$ cat config.mk
export PLATFORM = sky130hd
export DESIGN_NAME = pmu_sample_sequencer_flat
export DESIGN_NICKNAME = d
export VERILOG_FILES = /design/src/rtl/pmu_sample_sequencer_if.sv /design/src/rtl/pmu_sample_sequencer.sv /design/src/flat_wrapper.sv
export SDC_FILE = /design/constraint.sdc
export NUM_CORES = 1
export LEC_CHECK = 0
export ABC_AREA = 1
export CORE_ASPECT_RATIO = 1.1
export CORE_MARGIN = 2
export CORE_UTILIZATION = 47
export DETAILED_ROUTE_END_ITERATION = 8
export PLACE_DENSITY = 0.91
export SYNTH_ARGS = -nofsm -noshare
export SYNTH_HDL_FRONTEND = slang
export SYNTH_SLANG_ARGS = --single-unit
export TNS_END_PERCENT = 1
$ cat constraint.sdc
create_clock -name clk -period 6.4 [get_ports clk]
set_input_delay 1.92 -clock clk [delete_from_list [all_inputs] [get_ports clk]]
set_output_delay 1.92 -clock clk [all_outputs]
set_load 0.01 [all_outputs]
$ cat src/rtl/pmu_sample_sequencer_if.sv
// PMU sample sequencer bus bundle: bank read port, bank write port, sample stream.
// master = sequencer side (drives requests and samples); slave = bank/consumer side.
interface pmu_sample_sequencer_if #(
  parameter int ADDR_WIDTH = 8,
  parameter int DATA_WIDTH = 64
);
  logic                  rd_en_o;
  logic [ADDR_WIDTH-1:0] rd_addr_o;
  logic                  rd_valid_i;
  logic [DATA_WIDTH-1:0] rd_data_i;
  logic                  wr_en_o;
  logic [ADDR_WIDTH-1:0] wr_addr_o;
  logic [DATA_WIDTH-1:0] wr_data_o;
  logic                  wr_valid_i;
  logic                  smp_valid_o;
  logic                  smp_ready_i;
  logic [ADDR_WIDTH-1:0] smp_addr_o;
  logic [DATA_WIDTH-1:0] smp_data_o;
  logic                  smp_last_o;

  modport master (
    output rd_en_o, rd_addr_o,
    input  rd_valid_i, rd_data_i,
    output wr_en_o, wr_addr_o, wr_data_o,
    input  wr_valid_i,
    output smp_valid_o, smp_addr_o,
    output smp_data_o, smp_last_o,
    input  smp_ready_i
  );

  modport slave (
    input  rd_en_o, rd_addr_o,
    output rd_valid_i, rd_data_i,
    input  wr_en_o, wr_addr_o, wr_data_o,
    output wr_valid_i,
    input  smp_valid_o, smp_addr_o,
    input  smp_data_o, smp_last_o,
    output smp_ready_i
  );
endinterface

$ cat src/rtl/pmu_sample_sequencer.sv
// PMU sample sequencer: timer/manual-triggered sweep of the counter bank into a sample stream.
// Ports: clk, rst (async, active-high); cfg_enable_i, cfg_interval_i, start_i,
// clr_status_i; bus (bank rd/wr four-phase ports + smp valid/ready stream);
// busy_o, sweep_cnt_o, overrun_o, err_o.
// Macro PMU_SAMPLE_CLEAR_EN: end each sweep with a 0x3 then 0x1 write to CFG_ADDR.
module pmu_sample_sequencer #(
  parameter int NUM_COUNTERS   = 23,
  parameter int CFG_ADDR       = 23,
  parameter int ADDR_WIDTH     = 8,
  parameter int DATA_WIDTH     = 64,
  parameter int TIMEOUT_CYCLES = 255
) (
  input  logic        clk,
  input  logic        rst,
  input  logic        cfg_enable_i,
  input  logic [31:0] cfg_interval_i,
  input  logic        start_i,
  input  logic        clr_status_i,
  pmu_sample_sequencer_if.master bus,
  output logic        busy_o,
  output logic [15:0] sweep_cnt_o,
  output logic        overrun_o,
  output logic        err_o
);

  localparam int TW = $clog2(TIMEOUT_CYCLES + 1);

  typedef enum logic [2:0] {
    IDLE,
    RD_REQ,
    RD_REL,
    PUSH,
`ifdef PMU_SAMPLE_CLEAR_EN
    CLR_REQ,
    CLR_REL,
`endif
    DONE
  } state_t;

  state_t                state;
  logic [ADDR_WIDTH-1:0] idx;
  logic [TW-1:0]         tmo;
  logic [31:0]           timer;
  logic                  tick;
  logic                  wait_to;
  logic                  is_last;

  assign tick = cfg_enable_i && (cfg_interval_i != 32'd0) &&
                (timer == cfg_interval_i - 32'd1);
  assign wait_to = (tmo == TW'(TIMEOUT_CYCLES - 1));
  assign is_last = (idx == ADDR_WIDTH'(NUM_COUNTERS - 1));
  assign busy_o  = (state != IDLE);

`ifdef PMU_SAMPLE_CLEAR_EN
  logic clr_ph;
  logic wr_en_q;
  logic [ADDR_WIDTH-1:0] wr_addr_q;
  logic [DATA_WIDTH-1:0] wr_data_q;
  assign bus.wr_en_o   = wr_en_q;
  assign bus.wr_addr_o = wr_addr_q;
  assign bus.wr_data_o = wr_data_q;
`else
  logic unused_wr;
  assign unused_wr     = bus.wr_valid_i;
  assign bus.wr_en_o   = 1'b0;
  assign bus.wr_addr_o = '0;
  assign bus.wr_data_o = '0;
`endif

  always_ff @(posedge clk or posedge rst) begin
    if (rst) begin
      state           <= IDLE;
      idx             <= '0;
      tmo             <= '0;
      timer           <= '0;
      sweep_cnt_o     <= '0;
      overrun_o       <= 1'b0;
      err_o           <= 1'b0;
      bus.rd_en_o     <= 1'b0;
      bus.rd_addr_o   <= '0;
      bus.smp_valid_o <= 1'b0;
      bus.smp_addr_o  <= '0;
      bus.smp_data_o  <= '0;
      bus.smp_last_o  <= 1'b0;
`ifdef PMU_SAMPLE_CLEAR_EN
      clr_ph          <= 1'b0;
      wr_en_q         <= 1'b0;
      wr_addr_q       <= '0;
      wr_data_q       <= '0;
`endif
    end else begin
      if (!cfg_enable_i || cfg_interval_i == 32'd0 || tick)
        timer <= '0;
      else
        timer <= timer + 32'd1;

      // clear first so a same-cycle set below takes priority
      if (clr_status_i) begin
        overrun_o <= 1'b0;
        err_o     <= 1'b0;
      end
      if (tick && state != IDLE)
        overrun_o <= 1'b1;

      unique case (state)
        IDLE: begin
          if (tick || start_i) begin
            state         <= RD_REQ;
            bus.rd_en_o   <= 1'b1;
            bus.rd_addr_o <= idx;
            tmo           <= '0;
          end
        end
        RD_REQ: begin
          if (bus.rd_valid_i) begin
            bus.rd_en_o    <= 1'b0;
            bus.smp_data_o <= bus.rd_data_i;
            state          <= RD_REL;
            tmo            <= '0;
          end else if (wait_to) begin
            bus.rd_en_o    <= 1'b0;
            bus.smp_data_o <= '0;
            err_o          <= 1'b1;
            state          <= RD_REL;
            tmo            <= '0;
          end else begin
            tmo <= tmo + 1'b1;
          end
        end
        RD_REL: begin
          if (!bus.rd_valid_i || wait_to) begin
            if (bus.rd_valid_i) begin
              err_o          <= 1'b1;
              bus.smp_data_o <= '0;
            end
            bus.smp_valid_o <= 1'b1;
            bus.smp_addr_o  <= idx;
            bus.smp_last_o  <= is_last;
            state           <= PUSH;
          end else begin
            tmo <= tmo + 1'b1;
          end
        end
        PUSH: begin
          if (bus.smp_ready_i) begin
            bus.smp_valid_o <= 1'b0;
            bus.smp_last_o  <= 1'b0;
            tmo             <= '0;
            if (!is_last) begin
              idx           <= idx + 1'b1;
              bus.rd_addr_o <= idx + 1'b1;
              bus.rd_en_o   <= 1'b1;
              state         <= RD_REQ;
            end else begin
`ifdef PMU_SAMPLE_CLEAR_EN
              wr_en_q   <= 1'b1;
              wr_addr_q <= ADDR_WIDTH'(CFG_ADDR);
              wr_data_q <= DATA_WIDTH'(3);
              clr_ph    <= 1'b0;
              state     <= CLR_REQ;
`else
              state     <= DONE;
`endif
            end
          end
        end
`ifdef PMU_SAMPLE_CLEAR_EN
        CLR_REQ: begin
          if (bus.wr_valid_i) begin
            wr_en_q <= 1'b0;
            state   <= CLR_REL;
            tmo     <= '0;
          end else if (wait_to) begin
            wr_en_q <= 1'b0;
            err_o   <= 1'b1;
            state   <= DONE;
          end else begin
            tmo <= tmo + 1'b1;
          end
        end
        CLR_REL: begin
          if (!bus.wr_valid_i) begin
            // second pass drops the bank reset bit, keeps enable
            if (!clr_ph) begin
              clr_ph    <= 1'b1;
              wr_data_q <= DATA_WIDTH'(1);
              wr_en_q   <= 1'b1;
              tmo       <= '0;
              state     <= CLR_REQ;
            end else begin
              state <= DONE;
            end
          end else if (wait_to) begin
            err_o <= 1'b1;
            state <= DONE;
          end else begin
            tmo <= tmo + 1'b1;
          end
        end
`endif
        DONE: begin
          sweep_cnt_o <= sweep_cnt_o + 16'd1;
          idx         <= '0;
          state       <= IDLE;
        end
        default: state <= IDLE;
      endcase
    end
  end

endmodule

$ cat src/flat_wrapper.sv
// flat-port wrapper written by rule: the top's interface ports become plain ports
module pmu_sample_sequencer_flat 
#(
  parameter int NUM_COUNTERS   = 23,
  parameter int CFG_ADDR       = 23,
  parameter int ADDR_WIDTH     = 8,
  parameter int DATA_WIDTH     = 64,
  parameter int TIMEOUT_CYCLES = 255
)
  (clk, rst, cfg_enable_i, cfg_interval_i, start_i, clr_status_i, busy_o, sweep_cnt_o, overrun_o, err_o, bus_rd_en_o, bus_rd_addr_o, bus_rd_valid_i, bus_rd_data_i, bus_wr_en_o, bus_wr_addr_o, bus_wr_data_o, bus_wr_valid_i, bus_smp_valid_o, bus_smp_addr_o, bus_smp_data_o, bus_smp_last_o, bus_smp_ready_i);
  pmu_sample_sequencer_if #(.ADDR_WIDTH(ADDR_WIDTH), .DATA_WIDTH(DATA_WIDTH)) bus_i ();
  input  logic clk;
  input  logic rst;
  input  logic cfg_enable_i;
  input  logic [31:0] cfg_interval_i;
  input  logic start_i;
  input  logic clr_status_i;
  output logic busy_o;
  output logic [15:0] sweep_cnt_o;
  output logic overrun_o;
  output logic err_o;
  output wire logic [$bits(bus_i.rd_en_o)-1:0] bus_rd_en_o;
  output wire logic [$bits(bus_i.rd_addr_o)-1:0] bus_rd_addr_o;
  input wire logic [$bits(bus_i.rd_valid_i)-1:0] bus_rd_valid_i;
  input wire logic [$bits(bus_i.rd_data_i)-1:0] bus_rd_data_i;
  output wire logic [$bits(bus_i.wr_en_o)-1:0] bus_wr_en_o;
  output wire logic [$bits(bus_i.wr_addr_o)-1:0] bus_wr_addr_o;
  output wire logic [$bits(bus_i.wr_data_o)-1:0] bus_wr_data_o;
  input wire logic [$bits(bus_i.wr_valid_i)-1:0] bus_wr_valid_i;
  output wire logic [$bits(bus_i.smp_valid_o)-1:0] bus_smp_valid_o;
  output wire logic [$bits(bus_i.smp_addr_o)-1:0] bus_smp_addr_o;
  output wire logic [$bits(bus_i.smp_data_o)-1:0] bus_smp_data_o;
  output wire logic [$bits(bus_i.smp_last_o)-1:0] bus_smp_last_o;
  input wire logic [$bits(bus_i.smp_ready_i)-1:0] bus_smp_ready_i;
  assign bus_rd_en_o = bus_i.rd_en_o;
  assign bus_rd_addr_o = bus_i.rd_addr_o;
  assign bus_i.rd_valid_i = bus_rd_valid_i;
  assign bus_i.rd_data_i = bus_rd_data_i;
  assign bus_wr_en_o = bus_i.wr_en_o;
  assign bus_wr_addr_o = bus_i.wr_addr_o;
  assign bus_wr_data_o = bus_i.wr_data_o;
  assign bus_i.wr_valid_i = bus_wr_valid_i;
  assign bus_smp_valid_o = bus_i.smp_valid_o;
  assign bus_smp_addr_o = bus_i.smp_addr_o;
  assign bus_smp_data_o = bus_i.smp_data_o;
  assign bus_smp_last_o = bus_i.smp_last_o;
  assign bus_i.smp_ready_i = bus_smp_ready_i;
  pmu_sample_sequencer #(.NUM_COUNTERS(NUM_COUNTERS), .CFG_ADDR(CFG_ADDR), .ADDR_WIDTH(ADDR_WIDTH), .DATA_WIDTH(DATA_WIDTH), .TIMEOUT_CYCLES(TIMEOUT_CYCLES)) u_core (.clk(clk), .rst(rst), .cfg_enable_i(cfg_enable_i), .cfg_interval_i(cfg_interval_i), .start_i(start_i), .clr_status_i(clr_status_i), .bus(bus_i), .busy_o(busy_o), .sweep_cnt_o(sweep_cnt_o), .overrun_o(overrun_o), .err_o(err_o));
endmodule
==> impl_metrics.csv, run 1 <==
group,metric,value,unit
setup_path,r2r-start,"u_core.tmo[0]",
sta,clock.fmax,215.1,MHz
setup_path,cpLargestDelayFamily,"simple AND/OR/NAND/NOR gates",
outcome,status,"complete, no violations",
cells_and_area,layout_common_cells,"nand2_1 (285), clkdlybuf4s50_1 (204), dfrtp_1 (152)",
detailed_routing,initialDrtViolationCount,524,
setup_path,worstPathRequired,6650,ps
detailed_routing,antenna_left,0,
detailed_routing,first_pass_iters,5,
placement,port_buffers,204,
detailed_routing,drt-total-wl,22180,um
cells_and_area,ff_latch_area,3804,sq um
cts,insertion_delay,420,ps
setup_path,r2r_slack,3830,ps
sta,slew_viol_final,0,
pwr,p_leak,5.454,nW
synth,yosysWarningCount,0,
pwr,powerDensity,350.8,nW/um^2
setup_path,end_kind,"register",
cts,cts_buffers,17,
floorplanning,die_h,147.6,um
detailed_routing,wl_met1,8904,um
detailed_routing,dr.max_layer_used,"met4",
setup_path,worst-r2r-cell-count,10,
sta,fin_setup_tns,0,ps
cells_and_area,multiInputGateArea,4036,sq um
setup_path,crit_path_frequent_cell,"nand2_1",
cells_and_area,fin_nets,1464,
cells_and_area,final_common_cell,"nand2_1",
synth,netlist_area,8805,sq um
cts,clock-root-buffer,"clkbuf_16",
detailed_routing,viasPerCell,4.925,
grt,grt_max_degree,65,
grt,antenna_found_initial,0,
sta,slew_headroom,0.2889,
floorplanning,rows,52,
setup_path,path_depth,15,
floorplanning,die-area,19850,sq um
placement,dp.final_hpwl,16760,um
cts,clock_sinks,152,
cts,cts_max_path_buffers,2,
cells_and_area,num-fill-cells,1500,
grt,grt_first_pass_wirelength,36320,um
cts,htree_levels,4,
setup_path,path_buf_inv,2,
setup_path,critPathMaxFanout,32,
setup_path,arrival,4900,ps
grt,grtUsageTotal,0.2272,
pwr,irDropWorstVdd,320.1,uV
setup_path,critPathCapture,"u_core.timer[16]",
cells_and_area,areaGrowthSynthToFinish,29.77,%
sta,setup_viol,0,
synth,netlist-cell-type-count,38,
synth,syn-instance-count,1147,
detailed_routing,wl_met3,1835,um
synth,synth_area_per_cell,7.676,sq um
sta,holdWs,479.7,ps
detailed_routing,wl_met2,10840,um
detailed_routing,drc,0,
sta,skew,14.84,ps
cts,clk_pin_slew,60,ps
cts,cts.repair.resized,0,
floorplanning,ios,279,
setup_path,max_stage_delay,770,ps
grt,grt_pass1_vias,7664,
grt,gr-total-overflow,0,
sta,hold_violations,0,
setup_path,crit_start,"cfg_interval_i[0]",
detailed_routing,dr_total_vias,7925,
setup_path,cp_slowest_cell,"nand2_1",
placement,globalplace.congestion,0.9450,
min_path,min_path_type,"reg -> reg",
cells_and_area,layout-drive-gt1-share,0.05568,
setup_path,r2r-end,"u_core.bus.smp_data_o[11]",
cts,holdBufCountCts,0,
sta,post-route-min-period,4649,ps
cts,cts_tree,"yes",
cts,cts_setup_buffers,0,
setup_path,crit_chain,"clkdlybuf4s50_1, inv_1, ha_1, nand2_1, nor2_1, nand2_1, nor2_1, xor2_1, nand2_1, nor2_1, nand2_1, nor2_2, nand2_1, nand2_1, nor2_1",
placement,dpl.cell_count,1576,
setup_path,startpoint_type,"input pin",
detailed_routing,wl_per_cell,13.78,um
cells_and_area,instances_no_fill,1609,
floorplanning,core,18410,sq um
sta,tightest_slew,1064,ps
synth,seq_area_frac_synth,0.4320,
sta,timing.final.crit_share,0.7265,
floorplanning,initial_core_util,0.4782,
synth,synth_seq_cells,152,
setup_path,crit_type,"in -> reg",
sta,rsz0062_at_grt,"false",
floorplanning,die_width,134.5,um
run,maxCapViolCount,0,
==> through the flow <==
stage / instance area (sq um) / power, mW / worst slack, ps / utilization
CTS: 11420 / 4.035 / 1743 / 0.6204
global route: 11420 / 4.250 / 1327 / 0.6204
finish: 11430 / 4.009 / 1751 / 0.6205
floorplan: 9075 / 2.213 / 386.9 / -
global placement: 10810 / 2.952 / 1377 / 0.5873
detailed placement: 10810 / 2.999 / 1319 / 0.5873
==> cell type report <==
class	instances	area share
diodes	1	0.0002190
well taps	243	0.02661
inverters	156	0.05169
clock buffers	17	0.03723
clock inverters	15	0.01610
flip-flops and latches	152	0.3329
repair buffers	209	0.1820
multi-input cells	816	0.3533
==> how the worst min path moves through the flow <==
| stage | startpoint | endpoint | slack, ps | cells after the start |
|---|---|---|---|---|
| global route | u_core.bus.rd_addr_o[2] | u_core.bus.rd_addr_o[2] | 500 | 2 |
| detailed placement | u_core.bus.smp_valid_o | u_core.bus.smp_valid_o | 460 | 2 |
| CTS | u_core.bus.rd_addr_o[2] | u_core.bus.rd_addr_o[2] | 480 | 2 |
| floorplan | u_core.tmo[5] | u_core.tmo[5] | 460 | 2 |
| global placement | u_core.sweep_cnt_o[15] | u_core.sweep_cnt_o[15] | 460 | 1 |
| finish | u_core.bus.smp_data_o[21] | u_core.bus.smp_data_o[21] | 480 | 2 |
==> power by group <==
| group | total, mW | leakage (nW) | internal (mW) | switching [mW] |
|---|---|---|---|---|
| clock | 1.01 | 0.292 | 0.560 | 0.451 |
| sequential | 1.45 | 2.03 | 1.25 | 0.201 |
| combinational | 1.55 | 3.13 | 0.710 | 0.836 |
==> cells in the mapped netlist <==
cell | n | area, sq um
o21bai_1 | 3 | 22.52
nand3b_1 | 6 | 45.04
xnor2_1 | 25 | 219.0
nor2_2 | 16 | 100.1
ha_1 | 8 | 100.1
clkbuf_1 | 17 | 63.81
clkinv_1 | 1 | 3.750
a31oi_1 | 2 | 12.51
a211oi_1 | 2 | 15.01
buf_4 | 73 | 548.0
buf_2 | 3 | 15.01
nor3_1 | 19 | 95.09
o21ai_1 | 1 | 5.000
nor4_1 | 5 | 31.28
nand3_2 | 4 | 40.04
nor3b_1 | 4 | 30.03
nand2_4 | 1 | 11.26
a21oi_1 | 8 | 40.04
nor2_1 | 118 | 442.9
inv_1 | 151 | 566.8
nor2_8 | 1 | 20.02
nor2_4 | 3 | 33.78
o211ai_1 | 1 | 7.510
nor3_2 | 3 | 30.03
nand3_1 | 31 | 155.2
nand2_1 | 285 | 1070
xor2_1 | 46 | 402.9
conb_1 | 1 | 3.750
o31ai_1 | 1 | 7.510
nand2_2 | 6 | 37.54
or2_1 | 1 | 6.260
nand4_1 | 40 | 250.2
inv_2 | 4 | 15.01
dfrtp_1 | 152 | 3804
o21ai_0 | 94 | 470.5
buf_6 | 2 | 22.52
o41a_1 | 1 | 11.26
o22ai_1 | 8 | 50.05
==> state kept, by name (all words and copies together), names as in the netlist <==
signal,flops
u_core.tmo,8
u_core.state,3
u_core.idx,8
u_core.err_o,1
u_core.bus.smp_last_o,1
u_core.bus.rd_en_o,1
u_core.bus.smp_data_o,64
u_core.sweep_cnt_o,16
u_core.bus.rd_addr_o,8
u_core.bus.smp_addr_o,8
u_core.overrun_o,1
u_core.timer,32
u_core.bus.smp_valid_o,1
==> worst min-delay path, delay by kind of cell, from the launching register on <==
family,cells,cell delay (ps)
flip-flops,1,340
AND/OR/NAND/NOR,1,50
AO/OA/AOI/OAI,1,50
==> cells by family after synthesis <==
logic type               share of synthesized area
adder cells (fa/ha/maj)                    0.01137
XOR/XNOR                                   0.07063
buffers and inverters                       0.1403
AND/OR/NAND/NOR                             0.2724
AO/OA/AOI/OAI                              0.07290
flip-flops                                  0.4320
other                                    0.0004259
==> metal layers <==
| layer | GRT usage | up-vias |
|---|---|---|
| li1 | - | 3876 |
| met1 | 0.2729 | 3692 |
| met2 | 0.3829 | 311 |
| met3 | 0.06619 | 46 |
| met4 | 0.09263 | 0 |
| met5 | 0 | - |
(Power assumes the default switching activity.)
==> run 2, diff against run 1 <==
Clock period 6.4 ns to 4.8 ns, I/O delays scaled along.
==> run 2 against run 1 <==
Setup slack got worse by 920 ps. Die area did not move. Global-route usage rose by 0.15 points. Routed wire length rose by 2.2%. Cell count rose by 0.12%. Clock power rose by 37%. Via count rose by 0.44%.
==> impl_metrics.csv, run 2 (same netlist as run 1, synthesis figures left out) <==
group,metric,value,unit
sta,slew_headroom,0.5497,
setup_path,end_kind,"register",
setup_path,critPathCapture,"u_core.bus.rd_addr_o[4]",
placement,place_area,10860,sq um
cts,holdBufCountCts,0,
sta,clock.fmax,252.2,MHz
floorplanning,core,18410,sq um
setup_path,r2r-end,"u_core.timer[18]",
setup_path,critPathMaxFanout,22,
sta,slew_viol_final,0,
setup_path,cp_slowest_cell,"clkdlybuf4s50_1",
floorplanning,die-area,19850,sq um
detailed_routing,viasPerCell,4.941,
cells_and_area,final_area,11470,sq um
sta,fin_setup_tns,0,ps
cells_and_area,areaGrowthSynthToFinish,30.31,%
cells_and_area,layout-drive-gt1-share,0.05702,
grt,grt_max_degree,66,
floorplanning,die_width,134.5,um
sta,tightest_slew,675.5,ps
pwr,power,5.393,mW
setup_path,crit_type,"in -> reg",
detailed_routing,wl_per_cell,14.07,um
grt,antenna_found_initial,0,
setup_path,crit_chain,"clkdlybuf4s50_1, inv_1, ha_1, nand2_1, nor2_1, nand2_1, nor2_1, xor2_1, nand2_1, nor2_1, nand2_1, nor2_2, nand3_2, nand2_4, nand3_2, nand2_1, nand2_1",
placement,dp.final_hpwl,17060,um
floorplanning,ios,279,
cts,cts_setup_buffers,0,
cts,insertion_delay,420,ps
placement,globalplace.congestion,0.9282,
grt,grtUsageTotal,0.2287,
cts,cts_max_path_buffers,2,
sta,timing.final.crit_share,0.8260,
cells_and_area,final_common_cell,"nand2_1",
cells_and_area,largestRegisters,"u_core.bus.smp_data_o (64), u_core.timer (32), u_core.sweep_cnt_o (16)",
min_path,min_path_type,"reg -> reg",
setup_path,r2r-start,"u_core.timer[0]",
cells_and_area,fin_nets,1467,
sta,rsz0062_at_grt,"false",
cells_and_area,num-fill-cells,1534,
detailed_routing,antenna_left,0,
sta,post-route-min-period,3965,ps
cts,cts_buffers,17,
detailed_routing,drc,0,
setup_path,r2r_slack,2310,ps
setup_path,worst-r2r-cell-count,12,
run,maxCapViolCount,0,
grt,grt_first_pass_wirelength,36520,um
setup_path,worstPathRequired,5110,ps
detailed_routing,first_pass_iters,5,
placement,port_buffers,204,
grt,gr-total-overflow,0,
cts,cts_tree,"yes",
cts,htree_levels,4,
floorplanning,initial_core_util,0.4782,
setup_path,arrival,4270,ps
cts,clk_pin_slew,70,ps
cells_and_area,largest-register,"u_core.bus.smp_data_o",
setup_path,crit_path_frequent_cell,"nand2_1",
cells_and_area,num_antenna_cells,0,
pwr,p_leak,5.482,nW
cts,clock-root-buffer,"clkbuf_16",
setup_path,startpoint_type,"input pin",
detailed_routing,drt-total-wl,22660,um
sta,setup_viol,0,
cts,clock_sinks,152,
sta,hold_violations,0,
cts,cts.repair.resized,0,
pwr,powerDensity,470.1,nW/um^2
setup_path,crit_start,"cfg_interval_i[0]",
sta,skew,11.07,ps
pwr,irDropWorstVdd,414.7,uV
cells_and_area,layout_common_cells,"nand2_1 (285), clkdlybuf4s50_1 (204), dfrtp_1 (152)",
cells_and_area,largest_reg_flops,64,
floorplanning,rows,52,
floorplanning,die_h,147.6,um
setup_path,max_stage_delay,420,ps
detailed_routing,dr_total_vias,7960,
min_path,hold_start,"u_core.sweep_cnt_o[15]",
outcome,status,"complete, no violations",
grt,grt_pass1_vias,7779,
detailed_routing,initialDrtViolationCount,402,
run 2: final cells by class:
cell class | count | area, sq um | share of cell area
multi-input combinational | 816 | 4036 | 0.3518
sequential | 152 | 3804 | 0.3315
timing repair buffer | 212 | 2127 | 0.1854
inverter | 156 | 589.3 | 0.05136
clock buffer | 18 | 429.2 | 0.03740
tap | 243 | 304.0 | 0.02650
clock inverter | 14 | 183.9 | 0.01603
run 2: per-stage QoR:
step	std cells	util	setup WS [ps]	hold WS, ps
final	1611	0.6231	835.0	468.9
after global routing	1611	0.6231	562.8	493.2
after CTS	1611	0.6231	859.2	474.9
after detailed placement	1579	0.5898	407.8	458.4
after global placement	1579	0.5898	526.9	458.6
after floorplan	1219	-	1443	464.3
run 2: how the worst min path moves through the flow:
| stage | endpoint | cells after the start |
|---|---|---|
| after floorplan | u_core.tmo[5] | 2 |
| final | u_core.sweep_cnt_o[15] | 1 |
| after detailed placement | u_core.bus.rd_en_o | 2 |
| after CTS | u_core.bus.rd_en_o | 2 |
| after global placement | u_core.bus.rd_addr_o[0] | 2 |
| after global routing | u_core.bus.rd_addr_o[6] | 2 |
run 2: worst max-delay path, delay by kind of cell:
kind | cells | cell delay [ps]
xor+xnor | 1 | 160
fa+ha+maj | 1 | 260
simple gates | 13 | 1830
buf+inv | 2 | 590
run 2: where the power goes:
part | internal, mW | switching (mW) | leakage (nW) | total [mW]
clock | 0.793 | 0.585 | 0.302 | 1.38
sequential | 1.67 | 0.254 | 2.03 | 1.92
combinational | 0.954 | 1.14 | 3.15 | 2.09
run 2: layer usage:
| metal | global-route usage | up-vias | wire (um) |
|---|---|---|---|
| li1 | - | 3888 | - |
| met1 | 0.2596 | 3704 | 8923 |
| met2 | 0.3964 | 315 | 11200 |
| met3 | 0.07510 | 53 | 1863 |
| met4 | 0.09316 | 0 | 677 |
| met5 | 0 | - | 0 |
